### config.mk
export PLATFORM = sky130hd
export DESIGN_NAME = sinaleira_monitor
export DESIGN_NICKNAME = d
export VERILOG_FILES = /design/src/rtl/sinaleira_monitor.sv
export SDC_FILE = /design/constraint.sdc
export NUM_CORES = 1
export LEC_CHECK = 0
export BUFFER_PORTS_ARGS = -buffer_cell sky130_fd_sc_hd__buf_2
export CAP_MARGIN = 20
export CORE_MARGIN = 5
export CORE_UTILIZATION = 35
export DETAILED_ROUTE_END_ITERATION = 12
export PLACE_DENSITY_LB_ADDON = 0.05
export SLEW_MARGIN = 5
export SYNTH_ARGS = -nofsm -noshare
export SYNTH_HDL_FRONTEND = slang
export SYNTH_SLANG_ARGS = --single-unit
### constraint.sdc
create_clock -name clk -period 3 [get_ports clk]
set_input_delay 0.6 -clock clk [delete_from_list [all_inputs] [get_ports clk]]
set_output_delay 0.6 -clock clk [all_outputs]
set_load 0.005 [all_outputs]
### src/rtl/sinaleira_monitor.sv
// Traffic-light sequence monitor: decodes eight lamp inputs into a phase and flags illegal
// lamp patterns, bad transitions and wrong dwell times. Optional counters: SINALEIRA_MONITOR_STATS_EN.
module sinaleira_monitor #(
    parameter int T_S1G    = 1,
    parameter int T_YEL    = 2,
    parameter int T_S2G    = 4,
    parameter int T_PED    = 5,
    parameter int T_ALLRED = 1
) (
    input  logic       clk,
    input  logic       reset,
    input  logic       rua_1_vermelho,
    input  logic       rua_1_amarelo,
    input  logic       rua_1_verde,
    input  logic       rua_2_vermelho,
    input  logic       rua_2_amarelo,
    input  logic       rua_2_verde,
    input  logic       pedestre_vermelho,
    input  logic       pedestre_verde,
    input  logic       clr_fault,
    output logic [2:0] phase,
    output logic       fault,
    output logic [1:0] fault_code,
    output logic       ped_served
`ifdef SINALEIRA_MONITOR_STATS_EN
    ,
    output logic [7:0] cycle_count,
    output logic [7:0] ped_count
`endif
);

    typedef enum logic [2:0] {
        PH_ALLRED  = 3'd0,
        PH_S1G     = 3'd1,
        PH_S1Y     = 3'd2,
        PH_S2G     = 3'd3,
        PH_S2Y     = 3'd4,
        PH_PG      = 3'd5,
        PH_ILLEGAL = 3'd7
    } phase_t;

    typedef enum logic {SYNC, TRACK} state_t;

    localparam logic [3:0] REQ_S1G    = 4'(T_S1G);
    localparam logic [3:0] REQ_YEL    = 4'(T_YEL);
    localparam logic [3:0] REQ_S2G    = 4'(T_S2G);
    localparam logic [3:0] REQ_PED    = 4'(T_PED);
    localparam logic [3:0] REQ_ALLRED = 4'(T_ALLRED);

    logic [7:0] lamps;
    phase_t     cur;
    phase_t     prev_decode;
    phase_t     last_phase;
    state_t     state;
    logic [3:0] dwell;
    logic       allred_timed;
    logic [3:0] req;
    logic       req_known;
    logic [1:0] new_code;
    logic       load;
    logic       inc;
    logic       served;
    logic       cycle_done;

    assign lamps = {rua_1_vermelho, rua_1_amarelo, rua_1_verde,
                    rua_2_vermelho, rua_2_amarelo, rua_2_verde,
                    pedestre_vermelho, pedestre_verde};

    function automatic logic step_ok(input phase_t from, input phase_t to);
        case (from)
            PH_ALLRED: step_ok = (to == PH_S1G);
            PH_S1G:    step_ok = (to == PH_S1Y);
            PH_S1Y:    step_ok = (to == PH_S2G);
            PH_S2G:    step_ok = (to == PH_S2Y);
            PH_S2Y:    step_ok = (to == PH_S1G) || (to == PH_PG);
            PH_PG:     step_ok = (to == PH_ALLRED);
            default:   step_ok = 1'b0;
        endcase
    endfunction

    always_comb begin
        case (lamps)
            8'b100_100_10: cur = PH_ALLRED;
            8'b001_100_10: cur = PH_S1G;
            8'b010_100_10: cur = PH_S1Y;
            8'b100_001_10: cur = PH_S2G;
            8'b100_010_10: cur = PH_S2Y;
            8'b100_100_01: cur = PH_PG;
            default:       cur = PH_ILLEGAL;
        endcase
    end

    // ALLRED only has a required dwell when it was entered from pedestrian green
    always_comb begin
        req       = 4'd15;
        req_known = 1'b1;
        case (last_phase)
            PH_S1G:    req = REQ_S1G;
            PH_S1Y:    req = REQ_YEL;
            PH_S2G:    req = REQ_S2G;
            PH_S2Y:    req = REQ_YEL;
            PH_PG:     req = REQ_PED;
            PH_ALLRED: begin
                req       = REQ_ALLRED;
                req_known = allred_timed;
            end
            default:   req_known = 1'b0;
        endcase
    end

    always_comb begin
        new_code   = 2'b00;
        load       = 1'b0;
        inc        = 1'b0;
        served     = 1'b0;
        cycle_done = 1'b0;
        if (cur == PH_ILLEGAL) begin
            new_code = 2'b01;
        end else if (state == SYNC) begin
            load = (cur != prev_decode);
        end else if (cur == last_phase) begin
            if (req_known && dwell >= req) new_code = 2'b11;
            else                           inc = 1'b1;
        end else if (req_known && dwell < req) begin
            new_code = 2'b11;
        end else if (!step_ok(last_phase, cur)) begin
            new_code = 2'b10;
        end else begin
            load       = 1'b1;
            served     = (last_phase == PH_PG);
            cycle_done = served || (last_phase == PH_S2Y && cur == PH_S1G);
        end
    end

    always_ff @(posedge clk) begin
        if (reset) begin
            phase        <= 3'd0;
            fault        <= 1'b0;
            fault_code   <= 2'b00;
            ped_served   <= 1'b0;
            dwell        <= 4'd0;
            state        <= SYNC;
            prev_decode  <= PH_ILLEGAL;
            last_phase   <= PH_ALLRED;
            allred_timed <= 1'b0;
        end else begin
            prev_decode <= cur;
            phase       <= cur;
            ped_served  <= served;
            if (new_code != 2'b00) begin
                state <= SYNC;
                fault <= 1'b1;
                // Only the first fault is recorded unless it is being cleared this cycle
                if (!fault || clr_fault) fault_code <= new_code;
            end else begin
                if (clr_fault) begin
                    fault      <= 1'b0;
                    fault_code <= 2'b00;
                end
                if (load) begin
                    state        <= TRACK;
                    last_phase   <= cur;
                    dwell        <= 4'd1;
                    allred_timed <= (state == TRACK) && (last_phase == PH_PG);
                end else if (inc) begin
                    dwell <= (dwell == 4'd15) ? 4'd15 : dwell + 4'd1;
                end
            end
        end
    end

`ifdef SINALEIRA_MONITOR_STATS_EN
    always_ff @(posedge clk) begin
        if (reset) begin
            cycle_count <= 8'd0;
            ped_count   <= 8'd0;
        end else begin
            if (cycle_done) cycle_count <= cycle_count + 8'd1;
            if (ped_served) ped_count   <= ped_count + 8'd1;
        end
    end
`else
    logic unused_stats;
    assign unused_stats = cycle_done;
`endif

endmodule

## After elaboration in Yosys (flattened, before gate mapping)

Cells that the tools add are included.

- Output and inout port bits: 7
- Input bits: 11
- Logic and storage cells: 86
- Flip-flop bits (word level): 19

- Add/subtract/negate cells: 1
- Bitwise gates (word level): 3
- $lt $le $gt $ge: 2
- Equality and inequality tests: 21
- Multiplexer cells: 31
- Reduce and logical (&&, ||, !) cells: 19

Operator list:

| operator | number |
|---|---|
| $eq A8 B8 Y1 const B | 4 |
| $mux W2 | 9 |
| $pmux W3 S6 | 1 |
| $pmux W4 S4 | 1 |
| $eq A3 B3 Y1 const B | 5 |
| $mux W1 | 15 |
| $eq A3 B2 Y1 const B | 4 |
| $mux W4 | 3 |
| $eq A8 B6 Y1 const B | 1 |
| $eq A8 B7 Y1 const B | 1 |
| $eq A3 B1 Y1 const B | 2 |
| $logic_not A3 Y1 | 2 |
| $pmux W1 S6 | 1 |
| $reduce_and A2 Y1 | 3 |
| $reduce_bool A2 Y1 | 3 |
| $reduce_or A2 Y1 | 3 |
| $reduce_or A6 Y1 | 1 |
| $reduce_or A5 Y1 | 1 |
| $add A4 B1 Y4 const B | 1 |
| $eq A4 B4 Y1 const B | 1 |
| $ge A4 B4 Y1 | 1 |
| $lt A4 B4 Y1 | 1 |
| $eq A3 B3 Y1 | 1 |
| $logic_and A1 B1 Y1 | 3 |
| 6 further kinds | 9 |

## Longest topological paths before layout

Gate-level depths: netlist of run 1.

- Word-level depth: 17
- Gate-level depth with buffers: 13

## Least setup slack after synthesis of run 1

No wires, ideal clock.

- Path type: reg-to-reg
- From: register last_phase[1]
- To: register dwell[3]
- Arrival time: 2.906 ns
- Clock period less this slack: 3.009 ns
- Cell stages (with the launch flop): 14
- Library setup time: 0.103 ns
- Path slack: -0.009 ns
- Path through: dfxtp_1 -> clkbuf_1 -> inv_1 -> ha_1 -> or3_1 -> ha_1 -> nand2b_1 -> a21oi_1 -> o21ai_0 -> nand2_1 -> or3b_4 -> nor2_8 -> a41oi_2 -> a2111oi_2

- Longest elaborated chain between the ends: 14
- Elaborated cells on any way between the ends: 41

RTL lines:

| what | line | RTL |
|---|---|---|
| start: declaration | 53 | `phase_t last_phase;` |
| start signal: assignment | 162 | `last_phase <= cur;` |
| $eq A3 B3 Y1, or another cell as far along | 70, 97 |  |
| $pmux W1 S6 | 70 | `case (from)` |
| $mux W1 | 124 | `end else if (req_known && dwell < req) begin` |
| $mux W1 | 121 | `end else if (cur == last_phase) begin` |
| $mux W1 | 119 | `end else if (state == SYNC) begin` |
| $mux W1 | 117 | `if (cur == PH_ILLEGAL) begin` |
| $mux W2 | 126 | `end else if (!step_ok(last_phase, cur)) begin` |
| $mux W2 | 124 |  |
| $mux W2 | 121 |  |
| $mux W2 | 119 |  |
| $mux W2 | 117 |  |
| $reduce_bool A2 Y1 | 150 | `if (new_code != 2'b00) begin` |
| $not A1 Y1 (no source line) | n/a |  |
| $reduce_and A2 Y1 (no source line) | n/a |  |
| end signal: assignment | 166 | `dwell <= (dwell == 4'd15) ? 4'd15 : dwell + 4'd1;` |
| end: declaration | 55 | `logic [3:0] dwell;` |

Parallel ways exist; a longest one is shown, timed or not. The select of a mux whose other input is x is not followed.
A chain may end at the register's enable or synchronous reset.

## Worst setup path after layout of run 1

- From: input rua_1_verde
- To: register fault_code[0]

- Longest elaborated chain between the ends: 17
- Elaborated cells on any way between the ends: 32

RTL lines:

| what | line | RTL |
|---|---|---|
| start: declaration | 14 | `input logic rua_1_verde,` |
| $eq A8 B8 Y1, or another cell as far along | 82 | `case (lamps)` |
| $pmux W3 S6 (*) | 82 |  |
| $eq A3 B1 Y1 / $eq A3 B3 Y1 (equally long branches) | n/a |  |
| $logic_or A1 B1 Y1 | 75 | `PH_S2Y: step_ok = (to == PH_S1G) \|\| (to == PH_PG);` |
| $pmux W1 S6 | 70 |  |
| $mux W1 | 124 |  |
| $mux W1 | 121 |  |
| $mux W1 | 119 |  |
| $mux W1 | 117 |  |
| $mux W2 | 126 |  |
| $mux W2 | 124 |  |
| $mux W2 | 121 |  |
| $mux W2 | 119 |  |
| $mux W2 (*) | 117 |  |
| $reduce_bool A2 Y1 | 150 |  |
| $ne A2 B1 Y1 (no source line) / $reduce_bool A2 Y1 (equally long branches) | n/a |  |
| $reduce_and A2 Y1 (no source line) | n/a |  |
| end signal: assignment | 154 | `if (!fault \|\| clr_fault) fault_code <= new_code;` |
| end: declaration | 23 | `output logic [1:0] fault_code,` |

Mark *: on every way between the ends. The rest lies on a longest branch, timed or not. The select of a mux whose other input is x is not followed.

==> impl_metrics.toml, run 1 <==
[setup_path]
reg2regPathDepth = 13
max_stage_delay_ns = 0.53
critical_path.slowest_cell = "or4b_4"
cp_data_required_time_ns = 3.15
crit_fanout = 4
crit_path_cell_trace = "buf_2, or4b_4, buf_4, a21oi_1, or2_2, nor2_1, o2bb2ai_1, a2111oi_4, or3b_4, o31a_1"
r2r_slack_ns = 0.21
cp_num_buf_inv = 2
worstPathArrival_ns = 3.00
r2r_start = "last_phase[2]$_SDFFE_PP0P_"
startpoint_type = "input port"
path_delay_family = "simple AND/OR/NAND/NOR gates"
r2r_end = "dwell[3]$_SDFFE_PP0P_"
critPathKind = "input port to flip-flop"
end_kind = "flip-flop"

[grt]
grt_pass1_vias = 1528
grt_pass1_wl_um = 6713
track_usage_pct = 15.42
grt.overflow.total = 0
grt_max_degree = 22
antenna_found_initial = 0

[clocking]
numCtsBuffers = 3
ctsRootBufferMaster = "clkbuf_8"
cts_hold_buf = 0
clkLatencyLatePin_ns = 0.26
cts_sinks = 19
htreeDepth = 1
clk_pin_slew_ns = 0.07
clock_path_buffers = 2
cts_tree = "done"

[yosys]
syn_nets = 197
ys_dominant_reg_cell = "dfxtp_1"
synth_top_cell_by_area = "dfxtp_1"
synth_common_cells = "dfxtp_1 (19), inv_1 (13), a21oi_1 (10)"
async_reset_ff_share_pct = 0
ys_ff_latch = 19
yosysSeqAreaShare_pct = 25.23
synth_warnings = 0
yosysMostFrequentCell = "dfxtp_1"
syn_inst = 178
synth_area_leaders = "dfxtp_1 (25%), ha_1 (6.6%), a21oi_1 (3.3%)"
synth_enable_flop_cells = 0
synth.distinct_cells = 55
synth_area_mm2 = 0.001508
yosys.area.top_type_share_pct = 25.23
synth_area_per_cell_um2 = 8.470

[die]
rows = 23
die_h_um = 75.64
die_w_um = 75.64
pin_count = 18
dieArea_mm2 = 0.005721
initial_core_util_pct = 36.90
coreArea_mm2 = 0.004086

[pwr]
swShare_pct = 25.52
vdd.ir_drop.worst_v = 0.0002730
power.switching_uw = 135.7
p_leak_uw = 0.0008148
p_seq_share_pct = 49.3
internal_power_uw = 395.9
pwr-share-comb_pct = 17.2
clkPwrFrac_pct = 33.6
power_uw = 531.5
power.density_mw_per_mm2 = 268.9

[layout]
diodes = 0
nFillCells = 395
nNetsFinal = 249
drive_above_1_share_pct = 33.62
area_growth_pct = 31.12

[timing]
max_freq_mhz = 351.8
min_period_over_period_pct = 94.75
setup_ws_ns = 0.1575
relSlewSlack_pct = 70.12
finalHoldViolations = 0
slew_violations = 0
period_minus_slack_ns = 2.843
tightest_slew_ns = 0.4422
setup_violations = 0
rsz0062_at_grt = "false"
final.setup_skew_ns = 0.003725

[placement]
numPortBuffers = 17
post-place-ws_ns = -0.2085
dp_hpwl_um = 3394
gp_congestion = 0.8486

[job]
max_cap_viol_count = 0

[outcome]
status = "finished clean"

[hold_path]
whs_path_depth = 2
hp-class = "flip-flop to flip-flop"
whs_endpoint = "allred_timed$_SDFFE_PP0P_"
min_from = "allred_timed$_SDFFE_PP0P_"

[detailed_routing]
via_per_inst = 5.466
first_iter_violations = 62
vias = 1525
drt-total-wl_um = 4056
drc_errors = 0
postRouteAntennaNets = 0
wl_per_cell_um = 14.54
firstDrtPassIters = 5
-- how the worst max path moves through the flow --
stage	end	cells past startpoint	startpoint	slack, ns
finish	fault_code[0]$_SDFFE_PP0P_	10	rua_1_verde	0.16
global placement	fault_code[0]$_SDFFE_PP0P_	10	rua_2_vermelho	-0.14
CTS	fault_code[0]$_SDFFE_PP0P_	10	rua_2_vermelho	0.06
global route	fault_code[0]$_SDFFE_PP0P_	11	pedestre_vermelho	0.002
detailed placement	fault_code[0]$_SDFFE_PP0P_	10	rua_2_vermelho	-0.21
floorplan	dwell[3]$_SDFFE_PP0P_	9	rua_1_verde	0.02
-- power groups by stage --
stage               clock network, µW  logic (µW)  registers [µW]
floorplan                           0        49.0             267
global placement                    0        87.4             267
detailed placement                  0        90.1             268
CTS                               187        90.6             262
global route                      192         101             262
finish                            178        91.3             262
-- through the flow --
stage / TNS, ns / instance area, µm² / hold WS [ns] / utilization (%) / instances
6_report: 0 / 1977 / 0.5061 / 48.38 / 279
3_3_place_gp: -0.5734 / 1914 / 0.4923 / 46.85 / 275
3_5_place_dp: -1.333 / 1914 / 0.5032 / 46.85 / 275
4_1_cts: 0 / 1961 / 0.5157 / 47.98 / 279
5_1_grt: 0 / 1977 / 0.5382 / 48.38 / 279
2_1_floorplan: 0 / 1509 / 0.4455 / - / 178
-- layer usage --
layer / global-route usage, % / vias to the layer above / wire, µm
met5: 0 / - / 0
met4: 4.854 / 0 / 72
met3: 3.166 / 7 / 164
met2: 30.49 / 27 / 2188
met1: 15.96 / 710 / 1630
li1: - / 781 / -
-- tightest hold or removal path, stage by stage (launching register included) --
cell      delay, ns
dfxtp_1        0.33
nand2b_1       0.07
o21bai_1       0.06
-- flip-flops by register name (all words and copies together) (netlist names) --
| name | flops |
|---|---|
| dwell | 4 |
| state | 1 |
| phase | 3 |
| fault_code | 2 |
| ped_served | 1 |
| last_phase | 3 |
| prev_decode | 3 |
| fault | 1 |
| allred_timed | 1 |
-- cells in the final DEF, fill, tap and decap left out, types with 3 or more instances in the layout --
cell and count:
clkbuf_8 3, inv_1 13, nor4b_1 3, buf_4 37, buf_2 17, o31a_1 3, nand3_1 4, nor4_1 4
nand2b_1 6, ha_1 8, nand2_1 9, nor2b_1 5, nor2_1 8, o21a_1 4, o31ai_1 3, a21oi_1 9
or2_2 3, o211ai_1 6, xnor2_1 3, o21ai_0 8, xor2_1 5, a31oi_1 3, dfxtp_1 17
-- layout make-up --
cell class                 instances  area [µm²]  share of cell area, %
multi-input combinational        138        1054                  53.29
clock inverter                     1       5.005                 0.2532
sequential                        19       382.9                  19.37
inverter                          13       48.80                  2.468
timing repair buffer              55       382.9                  19.37
clock buffer                       3       41.29                  2.089
tap                               50       62.56                  3.165
-- logic make-up (layout without fill, tap and decap cells) --
| kind of cell | after synthesis | in the layout | synth area share, % |
|---|---|---|---|
| AO/OA/AOI/OAI | 58 | 58 | 29.55 |
| flip-flops | 19 | 19 | 25.23 |
| buffers and inverters | 21 | 72 | 5.809 |
| XOR/XNOR | 8 | 8 | 4.647 |
| adder cells (fa/ha/maj) | 8 | 8 | 6.639 |
| AND/OR/NAND/NOR | 64 | 64 | 28.13 |
-- repair_timing --
item	CTS	global route
resized for setup	0	7
setup endpoints to repair	0	8
setup buffers	0	0
Power figures use the tool's default switching activity.
==> run 2, diff against run 1 <==
- ABC_AREA: unset -> 1
- CORE_UTILIZATION: 35 -> 52
==> run 2 against run 1 <==
  * Power is 16% lower
  * Combinational power is 41% lower
  * Clock power is 25% lower
  * Core utilization is 11 points higher
  * Critical path depth is 4 higher
  * Register-to-register slack better by 0.08 ns
  * Largest power group unchanged
  * Largest cell class unchanged
  * Sequential share of layout area is 4.3 points higher
==> impl_metrics.toml, run 2 <==
[yosys]
yosysMostFrequentCell = "nand2_1"
synth.distinct_cells = 32
async_reset_ff_share_pct = 0
synth_area_mm2 = 0.001466
ys_dominant_reg_cell = "dfxtp_1"
synth_warnings = 0
yosysSeqAreaShare_pct = 25.94
syn_nets = 240
synth_enable_flop_cells = 0
synth_area_leaders = "dfxtp_1 (26%), nand2_1 (13%), inv_1 (6.9%)"
yosys.area.top_type_share_pct = 25.94
synth_area_per_cell_um2 = 6.635
synth_top_cell_by_area = "dfxtp_1"
ys_ff_latch = 19
syn_inst = 221
synth_common_cells = "nand2_1 (51), inv_1 (27), nor2_1 (22)"

[timing]
tightest_slew_ns = 0.4342
relSlewSlack_pct = 71.02
finalHoldViolations = 0
setup_ws_ns = 0.2928
setup_violations = 0
period_minus_slack_ns = 2.707
tns_ns = 0
slew_violations = 0
max_freq_mhz = 369.4
rsz0062_at_grt = "false"
final.setup_skew_ns = 0.002196
min_period_over_period_pct = 90.24

[detailed_routing]
via_per_inst = 5.114
wl_per_cell_um = 11.90
drt-total-wl_um = 3238
vias = 1391
first_iter_violations = 79
drc_errors = 0
postRouteAntennaNets = 0
firstDrtPassIters = 4

[clocking]
cts_hold_buf = 0
htreeDepth = 1
clkLatencyLatePin_ns = 0.30
clk_pin_slew_ns = 0.11
ctsRootBufferMaster = "clkbuf_4"
post-cts-setup-buffer-count = 0
cts_sinks = 19
cts-resized-gates = 0
clock_path_buffers = 2
numCtsBuffers = 3
cts_tree = "done"

[layout]
layout_commonest_cell = "nand2_1"
diodes = 0
area_growth_pct = 9.812
stdcell_count = 272
final_area_mm2 = 0.001610
drive_above_1_share_pct = 25.31
nFillCells = 269
largest_reg_flops = 4
nNetsFinal = 261
final_cell_mix = "nand2_1 (51), inv_1 (27), nor2_1 (22)"
largest_register = "dwell"

[setup_path]
crit_fanout = 12
startpoint_type = "flip-flop"
critPathKind = "flip-flop to flip-flop"
crit_path_cell_trace = "inv_2, nor3_1, a211oi_1, ha_1, a21oi_1, o21ai_0, nor2_1, nor2_2, nand3_2, nand2_1, nand3_2, nand2_1, inv_1, a21oi_2"
critical_path.slowest_cell = "dfxtp_1"
cp_data_required_time_ns = 3.25
max_stage_delay_ns = 0.50
path_delay_family = "simple AND/OR/NAND/NOR gates"
r2r_slack_ns = 0.29
cp_num_buf_inv = 2
worstPathArrival_ns = 2.95
end_kind = "flip-flop"

[placement]
gp_congestion = 0.9591
numPortBuffers = 17
dp_hpwl_um = 2607
place_area_mm2 = 0.001583
place_inst = 268
post-place-ws_ns = 0.3527

[outcome]
status = "finished clean"

[pwr]
power.density_mw_per_mm2 = 277.1
p_leak_uw = 0.0008375
vdd.ir_drop.worst_v = 0.0003292

[hold_path]
hp-class = "flip-flop to flip-flop"

[die]
initial_core_util_pct = 53.64
die_w_um = 63.11
die_h_um = 63.11
dieArea_mm2 = 0.003982
coreArea_mm2 = 0.002734
rows = 19
pin_count = 18

[grt]
track_usage_pct = 17.05
grt_max_degree = 15
grt.overflow.total = 0
grt_pass1_wl_um = 5582
antenna_found_initial = 0
grt_pass1_vias = 1309

[job]
max_cap_viol_count = 0
## run 2: cell families after synthesis
group	count (synthesis)	share of synthesized area, %
simple gates	122	42.32
buf+inv	41	11.01
compound gates	29	12.71
flops	19	25.94
fa+ha+maj	8	6.826
xor+xnor	2	1.195
## run 2: routing by layer
metal / global-route usage (%) / vias to the layer above / wire length, µm
met5: 0 / - / 0
met4: 6.366 / 0 / 76
met3: 4.618 / 10 / 178
met2: 28.97 / 38 / 1509
met1: 20.28 / 607 / 1474
li1: - / 736 / -
## run 2: final cells by class
| type | instances | area (µm²) | share of cell area (%) |
|---|---|---|---|
| clock inverter | 1 | 5.005 | 0.3108 |
| inverter | 39 | 146.4 | 9.091 |
| timing repair buffer | 18 | 92.59 | 5.750 |
| tap | 31 | 38.79 | 2.409 |
| multi-input combinational | 161 | 924.6 | 57.42 |
| clock buffer | 3 | 22.52 | 1.399 |
| sequential | 19 | 380.4 | 23.62 |
## run 2: power by group
part,internal [µW],switching (µW)
logic,20.7,32.9
clock network,49.7,83.7
registers,257,1.94
## run 2: per-stage QoR
step	hold WS (ns)	util (%)	total power, µW
CTS	0.4741	58.90	451.3
floorplan	0.4494	-	299.4
global route	0.5001	58.90	477.3
finish	0.4675	58.90	446.1
global placement	0.4453	57.89	317.2
detailed placement	0.4556	57.89	318.9
## run 2: path summary, 6_finish.rpt
path                            cells past startpoint                          to                  startpoint
worst max register to register                     14       dwell[3]$_SDFFE_PP0P_  last_phase[1]$_SDFFE_PP0P_
worst min-delay path                                2  fault_code[1]$_SDFFE_PP0P_  fault_code[1]$_SDFFE_PP0P_
worst max-delay path                               14       dwell[3]$_SDFFE_PP0P_  last_phase[1]$_SDFFE_PP0P_
worst min register to register                      2  fault_code[1]$_SDFFE_PP0P_  fault_code[1]$_SDFFE_PP0P_
## run 2: tightest hold or removal path, cell delays in order, from the launching register on
cell	delay [ns]
dfxtp_1	0.33
nand2_1	0.06
a21oi_1	0.05
==> run 3, diff against run 2 <==
--- a/config.mk
+++ b/config.mk
@@ -11,3 +11,3 @@
 export CORE_MARGIN = 5
-export CORE_UTILIZATION = 52
+export CORE_UTILIZATION = 62
 export DETAILED_ROUTE_END_ITERATION = 12
==> constraint.sdc (replaced) <==
create_clock -name clk -period 3.3 [get_ports clk]
set_input_delay 0.66 -clock clk [delete_from_list [all_inputs] [get_ports clk]]
set_output_delay 0.66 -clock clk [all_outputs]
set_load 0.1 [all_outputs]
==> run 3 against run 2 <==
  * Final cell count fell by 1.5%
  * Sequential power is 9.3% lower
  * Die area decreased by 14%
  * Largest cell class unchanged
  * Non-clock buffer count decreased by 1
  * Global-route usage rose by 4.1 points
  * Register-to-register slack improved by 0.16 ns
  * Largest power group unchanged
  * Combinational power is 44% higher
  * Power shrank 3.0%
  * Hold slack gained 0.00079 ns
  * Maximum frequency decreased by 4.8%
  * First-iteration DRC count rose by 5.1%
==> impl_metrics.toml, run 3 (synthesized netlist as in run 2, its figures left out) <==
[pwr]
power_uw = 432.6
p_leak_uw = 0.0008334
power.density_mw_per_mm2 = 270.5
vdd.ir_drop.worst_v = 0.0003149

[timing]
finalHoldViolations = 0
min_period_over_period_pct = 86.15
slew_violations = 0
max_freq_mhz = 351.7
whs_ns = 0.4683
tns_ns = 0
final.setup_skew_ns = 0.002476
setup_violations = 0
relSlewSlack_pct = 67.81
rsz0062_at_grt = "false"
period_minus_slack_ns = 2.843
tightest_slew_ns = 0.4862
setup_ws_ns = 0.4569

[hold_path]
hp-class = "flip-flop to flip-flop"
whs_path_depth = 2

[layout]
final_area_mm2 = 0.001599
layout_commonest_cell = "nand2_1"
nNetsFinal = 260
largest_register = "dwell"
diodes = 0
final_cell_mix = "nand2_1 (51), inv_1 (27), nor2_1 (22)"
largest_reg_flops = 4
drive_above_1_share_pct = 25.00
nFillCells = 182
area_growth_pct = 9.044

[job]
max_cap_viol_count = 0

[outcome]
status = "finished clean"

[grt]
grt_pass1_vias = 1319
grt.overflow.total = 0
grt_max_degree = 15
track_usage_pct = 21.15
grt_pass1_wl_um = 5733
antenna_found_initial = 0

[clocking]
htreeDepth = 1
numCtsBuffers = 3
clock_path_buffers = 2
cts_hold_buf = 0
clk_pin_slew_ns = 0.11
ctsRootBufferMaster = "clkbuf_4"
cts_sinks = 19
cts-resized-gates = 0
clkLatencyLatePin_ns = 0.30
post-cts-setup-buffer-count = 0
cts_tree = "done"

[die]
pin_count = 18
rows = 17
coreArea_mm2 = 0.002233
initial_core_util_pct = 65.66
die_h_um = 58.64
dieArea_mm2 = 0.003438
die_w_um = 58.64

[detailed_routing]
firstDrtPassIters = 4
via_per_inst = 5.351
drt-total-wl_um = 3214
wl_per_cell_um = 11.99
vias = 1434
postRouteAntennaNets = 0
drc_errors = 0
first_iter_violations = 83

[setup_path]
crit_fanout = 12
cp_data_required_time_ns = 3.55
critPathKind = "flip-flop to flip-flop"
end_kind = "flip-flop"
reg2regPathDepth = 14
worstPathArrival_ns = 3.10
startpoint_type = "flip-flop"

[placement]
post-place-ws_ns = 0.5704
dp_hpwl_um = 2588
numPortBuffers = 17
gp_congestion = 0.9237
place_area_mm2 = 0.001572
## run 3: changes by cell type in the layout (fill, tap and decap cells not counted)
cell	delta
buf_4	-1
## run 3: worst paths after layout
kind | from | endpoint | slack (ns)
min | fault_code[0]$_SDFFE_PP0P_ | fault_code[0]$_SDFFE_PP0P_ | 0.47
min reg2reg | fault_code[0]$_SDFFE_PP0P_ | fault_code[0]$_SDFFE_PP0P_ | 0.47
max | last_phase[2]$_SDFFE_PP0P_ | dwell[3]$_SDFFE_PP0P_ | 0.46
max reg2reg | last_phase[2]$_SDFFE_PP0P_ | dwell[3]$_SDFFE_PP0P_ | 0.46
## run 3: per-layer routing
layer	GRT usage [%]	part of all wire, %
met5	0	0
met4	2.589	0.53
met3	4.605	7.0
met2	38.12	50
met1	26.48	43
## run 3: power breakdown
| group | internal [µW] | total [µW] | switching, µW | leakage (µW) |
|---|---|---|---|---|
| logic | 18.9 | 77.1 | 58.2 | 0.000661 |
| clock network | 45.3 | 120 | 74.7 | 0.0000177 |
| registers | 234 | 235 | 1.70 | 0.000155 |
## run 3: final cells by class
type | count | area, µm² | area share [%]
multi-input combinational | 161 | 924.6 | 57.82
sequential | 19 | 380.4 | 23.79
inverter | 39 | 146.4 | 9.155
timing repair buffer | 17 | 85.08 | 5.321
tap | 28 | 35.03 | 2.191
clock buffer | 3 | 22.52 | 1.408
clock inverter | 1 | 5.005 | 0.3130
## run 3: worst max-delay path, stage by stage, from the launching register on
cell	delay (ns)
dfxtp_1	0.44
inv_1	0.18
nor3_1	0.41
nor3_1	0.13
ha_1	0.30
nand2_1	0.06
o21ai_0	0.25
nor2_1	0.13
nor2_2	0.13
nand3_2	0.10
nand2_1	0.09
nand3_2	0.20
nand2_1	0.20
inv_1	0.08
a21oi_2	0.10
## run 3: metrics by stage
step | utilization, % | cells
2_1_floorplan | - | 221
3_3_place_gp | 70.36 | 264
3_5_place_dp | 70.36 | 264
4_1_cts | 71.60 | 268
5_1_grt | 71.60 | 268
6_report | 71.60 | 268
